$ cat config.mk
export PLATFORM = sky130hd
export DESIGN_NAME = spi_count_ctrl
export DESIGN_NICKNAME = d
export VERILOG_FILES = /design/src/rtl/spi_count_pkg.sv /design/src/rtl/spi_count_sync.sv /design/src/rtl/spi_count_ctrl.sv
export SDC_FILE = /design/constraint.sdc
export NUM_CORES = 1
export LEC_CHECK = 0
export ABC_AREA = 1
export BUFFER_PORTS_ARGS = -buffer_cell sky130_fd_sc_hd__buf_2
export CAP_MARGIN = 20
export CORE_UTILIZATION = 45
export CTS_BUF_LIST = sky130_fd_sc_hd__clkbuf_8
export DETAILED_ROUTE_END_ITERATION = 6
export PLACE_DENSITY = 0.69
export SLEW_MARGIN = 20
export SYNTH_ARGS = -nofsm -noshare
export SYNTH_HDL_FRONTEND = slang
export SYNTH_HIERARCHICAL = 1
export SYNTH_SLANG_ARGS = --single-unit
$ cat constraint.sdc
create_clock -name clk -period 6.6 [get_ports clk]
set_clock_uncertainty 0.1 [all_clocks]
set_input_delay 0.33 -clock clk [delete_from_list [all_inputs] [get_ports clk]]
set_output_delay 0.33 -clock clk [all_outputs]
set_load 0.01 [all_outputs]
$ cat src/rtl/spi_count_pkg.sv
// Shared opcodes, FSM states and the command arithmetic for the SPI-controlled counter.
package spi_count_pkg;

    localparam int BYTE_W = 8;

    typedef logic [BYTE_W-1:0] byte_t;

    localparam byte_t OP_NOP   = 8'h00;
    localparam byte_t OP_INC   = 8'h01;
    localparam byte_t OP_DEC   = 8'h02;
    localparam byte_t OP_LOAD  = 8'h03;
    localparam byte_t OP_CLEAR = 8'h04;
    localparam byte_t OP_RUN   = 8'h05;
    localparam byte_t OP_STOP  = 8'h06;

    typedef enum logic [1:0] {
        IDLE,
        CMD,
        OPERAND
    } state_t;

    // Single-byte commands only; LOAD/RUN/STOP leave the value alone here and
    // are handled by the FSM itself.
    function automatic byte_t apply_op(input byte_t op, input byte_t cur);
        byte_t res;
        res = cur;
        case (op)
            OP_INC:   res = cur + 8'd1;
            OP_DEC:   res = cur - 8'd1;
            OP_CLEAR: res = '0;
            default:  res = cur;
        endcase
        return res;
    endfunction

endpackage

$ cat src/rtl/spi_count_sync.sv
// Synchronizer chain plus registered rise/fall detect for one asynchronous input.
module spi_count_sync #(
    parameter int   STAGES = 2,
    parameter logic INIT   = 1'b0
) (
    input  logic clk,
    input  logic rst,
    input  logic din,
    output logic level,
    output logic rise,
    output logic fall
);

    logic [STAGES-1:0] chain;
    logic              prev;

    // NOTE: sequential state uses non-blocking assignments so every flop samples
    // pre-edge values; blocking here would collapse the chain into one stage.
    always_ff @(posedge clk or posedge rst) begin
        if (rst) begin
            chain <= {STAGES{INIT}};
            prev  <= INIT;
            rise  <= 1'b0;
            fall  <= 1'b0;
        end else begin
            chain <= {chain[STAGES-2:0], din};
            prev  <= chain[STAGES-1];
            rise  <= chain[STAGES-1] & ~prev;
            fall  <= ~chain[STAGES-1] & prev;
        end
    end

    // Level is taken from the edge-detect flop so it lines up with the pulses.
    assign level = prev;

endmodule

$ cat src/rtl/spi_count_ctrl.sv
// SPI mode-0 command slave driving an 8-bit wrapping counter, all in the clk domain.
// Optional auto-increment prescaler and run flag: define SPI_COUNT_AUTO_INC_EN.
module spi_count_ctrl
    import spi_count_pkg::*;
#(
    parameter int SYNC_STAGES = 2,
    parameter int PRESCALE    = 12_000_000
) (
    input  logic       clk,
    input  logic       rst,
    input  logic       SCLK,
    input  logic       MOSI,
    input  logic       CE0,
    output logic       MISO,
    output logic [7:0] count,
    output logic [3:0] led,
    output logic       frame_err
);

    logic sclk_lvl, sclk_rise, sclk_fall;
    logic ce_lvl, ce_rise, ce_fall;
    logic mosi_s, mosi_rise, mosi_fall;
    logic unused_sync;

    spi_count_sync #(.STAGES(SYNC_STAGES), .INIT(1'b0)) u_sync_sclk (
        .clk(clk), .rst(rst), .din(SCLK),
        .level(sclk_lvl), .rise(sclk_rise), .fall(sclk_fall)
    );

    // CE0 idles high, so its chain resets high to avoid a spurious frame start.
    spi_count_sync #(.STAGES(SYNC_STAGES), .INIT(1'b1)) u_sync_ce (
        .clk(clk), .rst(rst), .din(CE0),
        .level(ce_lvl), .rise(ce_rise), .fall(ce_fall)
    );

    spi_count_sync #(.STAGES(SYNC_STAGES), .INIT(1'b0)) u_sync_mosi (
        .clk(clk), .rst(rst), .din(MOSI),
        .level(mosi_s), .rise(mosi_rise), .fall(mosi_fall)
    );

    assign unused_sync = ^{sclk_lvl, ce_lvl, mosi_rise, mosi_fall};

    state_t      state;
    logic [2:0]  bit_cnt;
    byte_t       rx_shift;
    byte_t       tx_shift;
    byte_t       rx_byte;
    byte_t       cmd_count;
    logic        byte_done;

    assign rx_byte   = {rx_shift[BYTE_W-2:0], mosi_s};
    assign byte_done = (state != IDLE) && !ce_rise && sclk_rise && (bit_cnt == 3'd7);
    assign cmd_count = (state == OPERAND) ? rx_byte : apply_op(rx_byte, count);

`ifdef SPI_COUNT_AUTO_INC_EN
    localparam int PRESC_W = (PRESCALE > 1) ? $clog2(PRESCALE) : 1;

    logic [PRESC_W-1:0] presc;
    logic               tick;
    logic               run;

    assign tick = (presc == PRESC_W'(PRESCALE - 1));

    always_ff @(posedge clk or posedge rst) begin
        if (rst) begin
            presc <= '0;
        end else if (tick) begin
            presc <= '0;
        end else begin
            presc <= presc + 1'b1;
        end
    end
`else
    localparam int UNUSED_PRESCALE = PRESCALE;
`endif

    always_ff @(posedge clk or posedge rst) begin
        if (rst) begin
            state     <= IDLE;
            bit_cnt   <= '0;
            rx_shift  <= '0;
            tx_shift  <= '0;
            count     <= '0;
            MISO      <= 1'b0;
            frame_err <= 1'b0;
`ifdef SPI_COUNT_AUTO_INC_EN
            run       <= 1'b0;
`endif
        end else begin
            frame_err <= 1'b0;
`ifdef SPI_COUNT_AUTO_INC_EN
            // A tick landing on a command cycle is dropped; the command's update wins.
            if (tick && run && !byte_done) begin
                count <= count + 8'd1;
            end
`endif
            case (state)
                IDLE: begin
                    MISO <= 1'b0;
                    if (ce_fall) begin
                        state    <= CMD;
                        bit_cnt  <= '0;
                        rx_shift <= '0;
                        MISO     <= count[BYTE_W-1];
                        tx_shift <= {count[BYTE_W-2:0], 1'b0};
                    end
                end
                default: begin
                    if (ce_rise) begin
                        state   <= IDLE;
                        bit_cnt <= '0;
                        MISO    <= 1'b0;
                        if (bit_cnt != 3'd0 || state == OPERAND) begin
                            frame_err <= 1'b1;
                        end
                    end else begin
                        if (sclk_rise) begin
                            rx_shift <= rx_byte;
                            bit_cnt  <= bit_cnt + 3'd1;
                        end
                        // Full byte reload: the following SCLK fall presents its MSB.
                        if (byte_done) begin
                            count    <= cmd_count;
                            tx_shift <= cmd_count;
                            state    <= (state == CMD && rx_byte == OP_LOAD) ? OPERAND : CMD;
`ifdef SPI_COUNT_AUTO_INC_EN
                            if (state == CMD && rx_byte == OP_RUN)  run <= 1'b1;
                            if (state == CMD && rx_byte == OP_STOP) run <= 1'b0;
`endif
                        end
                        if (sclk_fall) begin
                            MISO     <= tx_shift[BYTE_W-1];
                            tx_shift <= {tx_shift[BYTE_W-2:0], 1'b0};
                        end
                    end
                end
            endcase
        end
    end

    assign led = count[3:0];

endmodule

== Yosys cells after proc, flatten, opt, wreduce, memory -nomap -nowiden ==
Cells that the tools add are included.
Operators by class
  bitwise logic cells: 10
  add/subtract/negate cells: 3
  multiplexer cells: 27
  reductions and logical operators: 19
  equal/unequal tests: 9
Operators by type and width (number)
  $mux W8: 6
  $mux W7: 4
  $pmux W8 S3: 1
  $eq A8 B2 Y1 const B: 2
  $reduce_bool A3 Y1: 5
  $mux W3: 4
  $mux W2: 5
  $reduce_and A3 Y1: 3
  $add A8 B1 Y8 const B: 1
  $eq A8 B1 Y1 const B: 1
  $eq A8 B3 Y1 const B: 1
  $sub A8 B1 Y8 const B: 1
  $mux W1: 7
  $not A1 Y1: 6
  $and A1 B1 Y1: 4
  $logic_and A1 B1 Y1: 4
  $reduce_and A2 Y1: 2
  $reduce_bool A2 Y1: 2
  $add A3 B1 Y3 const B: 1
  $eq A3 B3 Y1 const B: 1
  $eq A2 B1 Y1 const B: 1
  $eq A2 B2 Y1 const B: 1
  $logic_not A2 Y1: 1
  $ne A2 B1 Y1 const B: 1
  3 further kinds: 3
Storage, ports and cells
  flip-flop bits (word level): 43
  bits of input ports: 5
  word-level logic and storage cells: 85
  output and inout bits: 14

== Depth between registers and ports, before layout ==
  depth in word-level cells: 8
  mapped depth: 19
  depth with buffers taken out: 19

== By module ==
Netlist, hierarchy kept.
Modules (own cells, without submodules)
  spi_count_ctrl: times used 1, area an instance 2037.0 µm², cells each 291, seq. area each 750.7 µm²
  spi_count_sync at u_sync_mosi ...: times used 2, area an instance 143.9 µm², cells each 10, seq. area each 125.1 µm²
  spi_count_sync at u_sync_ce: times used 1, area an instance 147.6 µm², cells each 10, seq. area each 128.9 µm²

== Worst setup path before layout ==
Ideal clock, no wire load.
  path kind: register to register
  start point: register rx_shift[4]
  end point: register tx_shift[3]
  arrival: 2.092 ns
  required time: 6.384 ns
  buffers on the path: 0
  clock period less this slack: 2.308 ns
  setup time: 0.116 ns
  setup slack: 4.292 ns
  stages on the path, launching flop included: 17
  cells stage by stage: dfrtp_1 inv_2 nand2_1 nor2_4 nand2_1 inv_1 ha_1 or2_0 nand2_1 inv_1 or2_2 nand3_1 nand3_1 nand3_1 nand2_1 nand2_1 nand2_1
On the way
  cells in the longest elaborated chain, start to end: 7
  elaborated cells between the ends (all ways): 9
  those cells by class: eq/ne (3); mux (6)
RTL lines
  from (decl): line spi_count_ctrl.sv:45  | byte_t rx_shift;
  from (signal assigned): line spi_count_ctrl.sv:118  | rx_shift <= rx_byte;
  $eq A8 B3 Y1, or another cell as far along: line spi_count_pkg.sv:27  | case (op)
  $pmux W8 S3 *: line spi_count_pkg.sv:27
  $mux W8 *: line spi_count_ctrl.sv:53  | assign cmd_count = (state == OPERAND) ? rx_byte : apply_op(rx_byte, count);
  $mux W8 *: line spi_count_ctrl.sv:122  | if (byte_done) begin
  $mux W8 *: line spi_count_ctrl.sv:131  | if (sclk_fall) begin
  $mux W8 *: line spi_count_ctrl.sv:109  | if (ce_rise) begin
  $mux W8 *: line spi_count_ctrl.sv:97  | case (state)
  to (signal assigned): line spi_count_ctrl.sv:105  | tx_shift <= {count[BYTE_W-2:0], 1'b0};
  to (signal assigned): line spi_count_ctrl.sv:124  | tx_shift <= cmd_count;
  to (signal assigned): line spi_count_ctrl.sv:133  | tx_shift <= {tx_shift[BYTE_W-2:0], 1'b0};
  to (decl): line spi_count_ctrl.sv:46  | byte_t tx_shift;
Every way passes the cells marked *; elsewhere a longest branch is shown, timed or not. The select of a mux whose other input is x is not followed.
A chain may end at the register's enable or synchronous reset.

== Final worst setup path ==
Same ends and word-level chain as after synthesis.

==> results.toml <==
[clock_tree]
cts_setup_buffers = 0
max-clock-path-buffers = 2
ctsResizeCount = 0
h-tree-depth = 2
clk_pin_slew_ns = 0.08
cts_tree = "done"
insertion_delay_ns = 0.29
ctsHoldBuffers = 1
cts_root_buf = "clkbuf_8"
cts.sinks = 43
cts_buffers = 5

[timing]
rsz0062_at_grt = "no"
relSlewSlack_pct = 74.2
tightest_slew_ns = 0.387
fmax_ghz = 0.394
post-route-period-util_pct = 38.5
finalMaxSlewViolations = 0
period_needed_ns = 2.54
tns_ns = 0
finalSetupViolations = 0
hold_viol_final = 0

[min_path]
hold_path_class = "in2reg"

[drt]
wl_per_cell_um = 12.5
first_iter_violations = 125
post-route-drc-count = 0
num_vias = 2027
viasPerCell = 5.00
drt-pass1-iter-count = 4
drtAntennaViolNets = 0
drt-total-wl_um = 5050

[pwr]
ir_worst_vdd_v = 0.000153
power.leakage_nw = 1.47
powerDensity_nw_per_um2 = 359

[global_routing]
grt_max_degree = 31
grt.total_usage_pct = 20.7
grt_pass1_wl_um = 8690
antenna_found_initial = 0
grt_overflow = 0
grt_pass1_vias = 1898

[setup_path]
worstSetupStartpointType = "flip-flop"
required_ns = 6.69
reg2reg_slack_ns = 4.06
crit_type = "reg2reg"
critPathCaptureType = "flip-flop"
cp_max_fo = 7
crit_arrival_ns = 2.63

[logic_synthesis]
yosysWarnings = 6
synth_nets = 330
synthCells = 315
syn-cell-area_um2 = 2410
syn_area_per_cell_um2 = 7.64

[flow_run]
drv_cap = 0

[floorplan]
core_um2 = 5140
start_util_pct = 46.8
boundaryPins = 19
die_area_um2 = 5650
rows = 26
die_h_um = 75.1
die_w_um = 75.1

[placement]
io_buffer_count = 18
dpl.hpwl_um = 3810
placed_area_um2 = 2540
gp_congestion = 0.912
place_inst = 396

[finish]
synthToLayoutAreaGrowth_pct = 11.0
nets = 349
antenna_cells = 0
design_area_um2 = 2670
drive_gt1_share_pct = 14.0
stdcell_count = 405

[run_status]
status = "completed"
[layout make-up]
type,instances,area (um^2)
timing repair buffer,20,108
sequential,43,1080
multi-input combinational,217,1100
clock buffer,6,82.6
inverter,47,176
fill,512,2470
tap,70,87.6
clock inverter,2,38.8
[power breakdown]
part / internal (mW) / total [mW] / switching (mW)
Sequential: 0.324 / 0.363 / 0.0387
Clock: 0.124 / 0.215 / 0.0907
Combinational: 0.130 / 0.381 / 0.251
[worst max-delay path, stage by stage, from the launching register on]
cell and delay (ns):
dfrtp_1 0.38, inv_2 0.08, nand2_1 0.09, nor2_4 0.16, nand2_1 0.08, inv_1 0.19, ha_1 0.31, or2_0 0.22
nand2_1 0.11, inv_1 0.07, or2_2 0.27, nand3_1 0.07, nand3_1 0.08, nand3_1 0.08, nand2_1 0.05, nand2_1 0.06
nand2_1 0.04
[registers in the layout, summed over array words and instances (netlist names)]
signal             flops
u_sync_sclk/level      1
u_sync_ce/fall         1
frame_err              1
u_sync_sclk/chain      2
bit_cnt                3
u_sync_sclk/fall       1
u_sync_mosi/level      1
tx_shift               8
MISO                   1
state                  2
u_sync_ce/level        1
u_sync_sclk/rise       1
u_sync_mosi/chain      2
count                  8
u_sync_ce/rise         1
u_sync_ce/chain        2
rx_shift               7
[routing by layer]
metal	GRT usage, %	vias up	wire [um]
li1	-	1041	-
met1	27.4	941	2410
met2	34.2	38	2390
met3	4.42	7	184
met4	6.58	0	63
met5	0	-	0
[stage by stage]
step                hold slack, ns  util, %  total power, mW  setup WS [ns]
floorplan                  -0.0164        -            0.668           4.29
global placement             0.136     49.4            0.737           4.16
detailed placement           0.135     49.4            0.746           4.07
CTS                         0.0209     52.0            0.965           4.05
global route                0.0118     52.0             1.04           3.74
finish                      0.0279     52.0            0.959           4.06
[layout by cell type (no fill, tap or decap), types with 2 or more instances in the layout]
cell type / count
nand2_1: 96
dfrtp_1: 40
inv_1: 39
nor2_1: 26
nand3_1: 26
buf_2: 18
a21oi_1: 17
o21ai_0: 13
ha_1: 9
inv_2: 8
o22ai_1: 7
clkbuf_8: 6
nor2_4: 3
o21ai_1: 3
dfstp_2: 3
nand3b_1: 2
o211ai_1: 2
[final timing paths]
kind	cells after the start	start	to
setup / recovery	16	rx_shift[4]$_DFFE_PP0P_	tx_shift[3]$_DFFE_PP0P_
hold / removal	1	CE0	u_sync_ce/chain[0]$_DFF_PP1_
setup reg to reg	16	rx_shift[4]$_DFFE_PP0P_	tx_shift[3]$_DFFE_PP0P_
hold reg to reg	0	u_sync_ce/chain[0]$_DFF_PP1_	u_sync_ce/chain[1]$_DFF_PP1_
max in group asynchronous	4	rst	tx_shift[1]$_DFFE_PP0P_
min in group asynchronous	3	rst	u_sync_mosi/level$_DFF_PP0_
(Power assumes the default switching activity.)
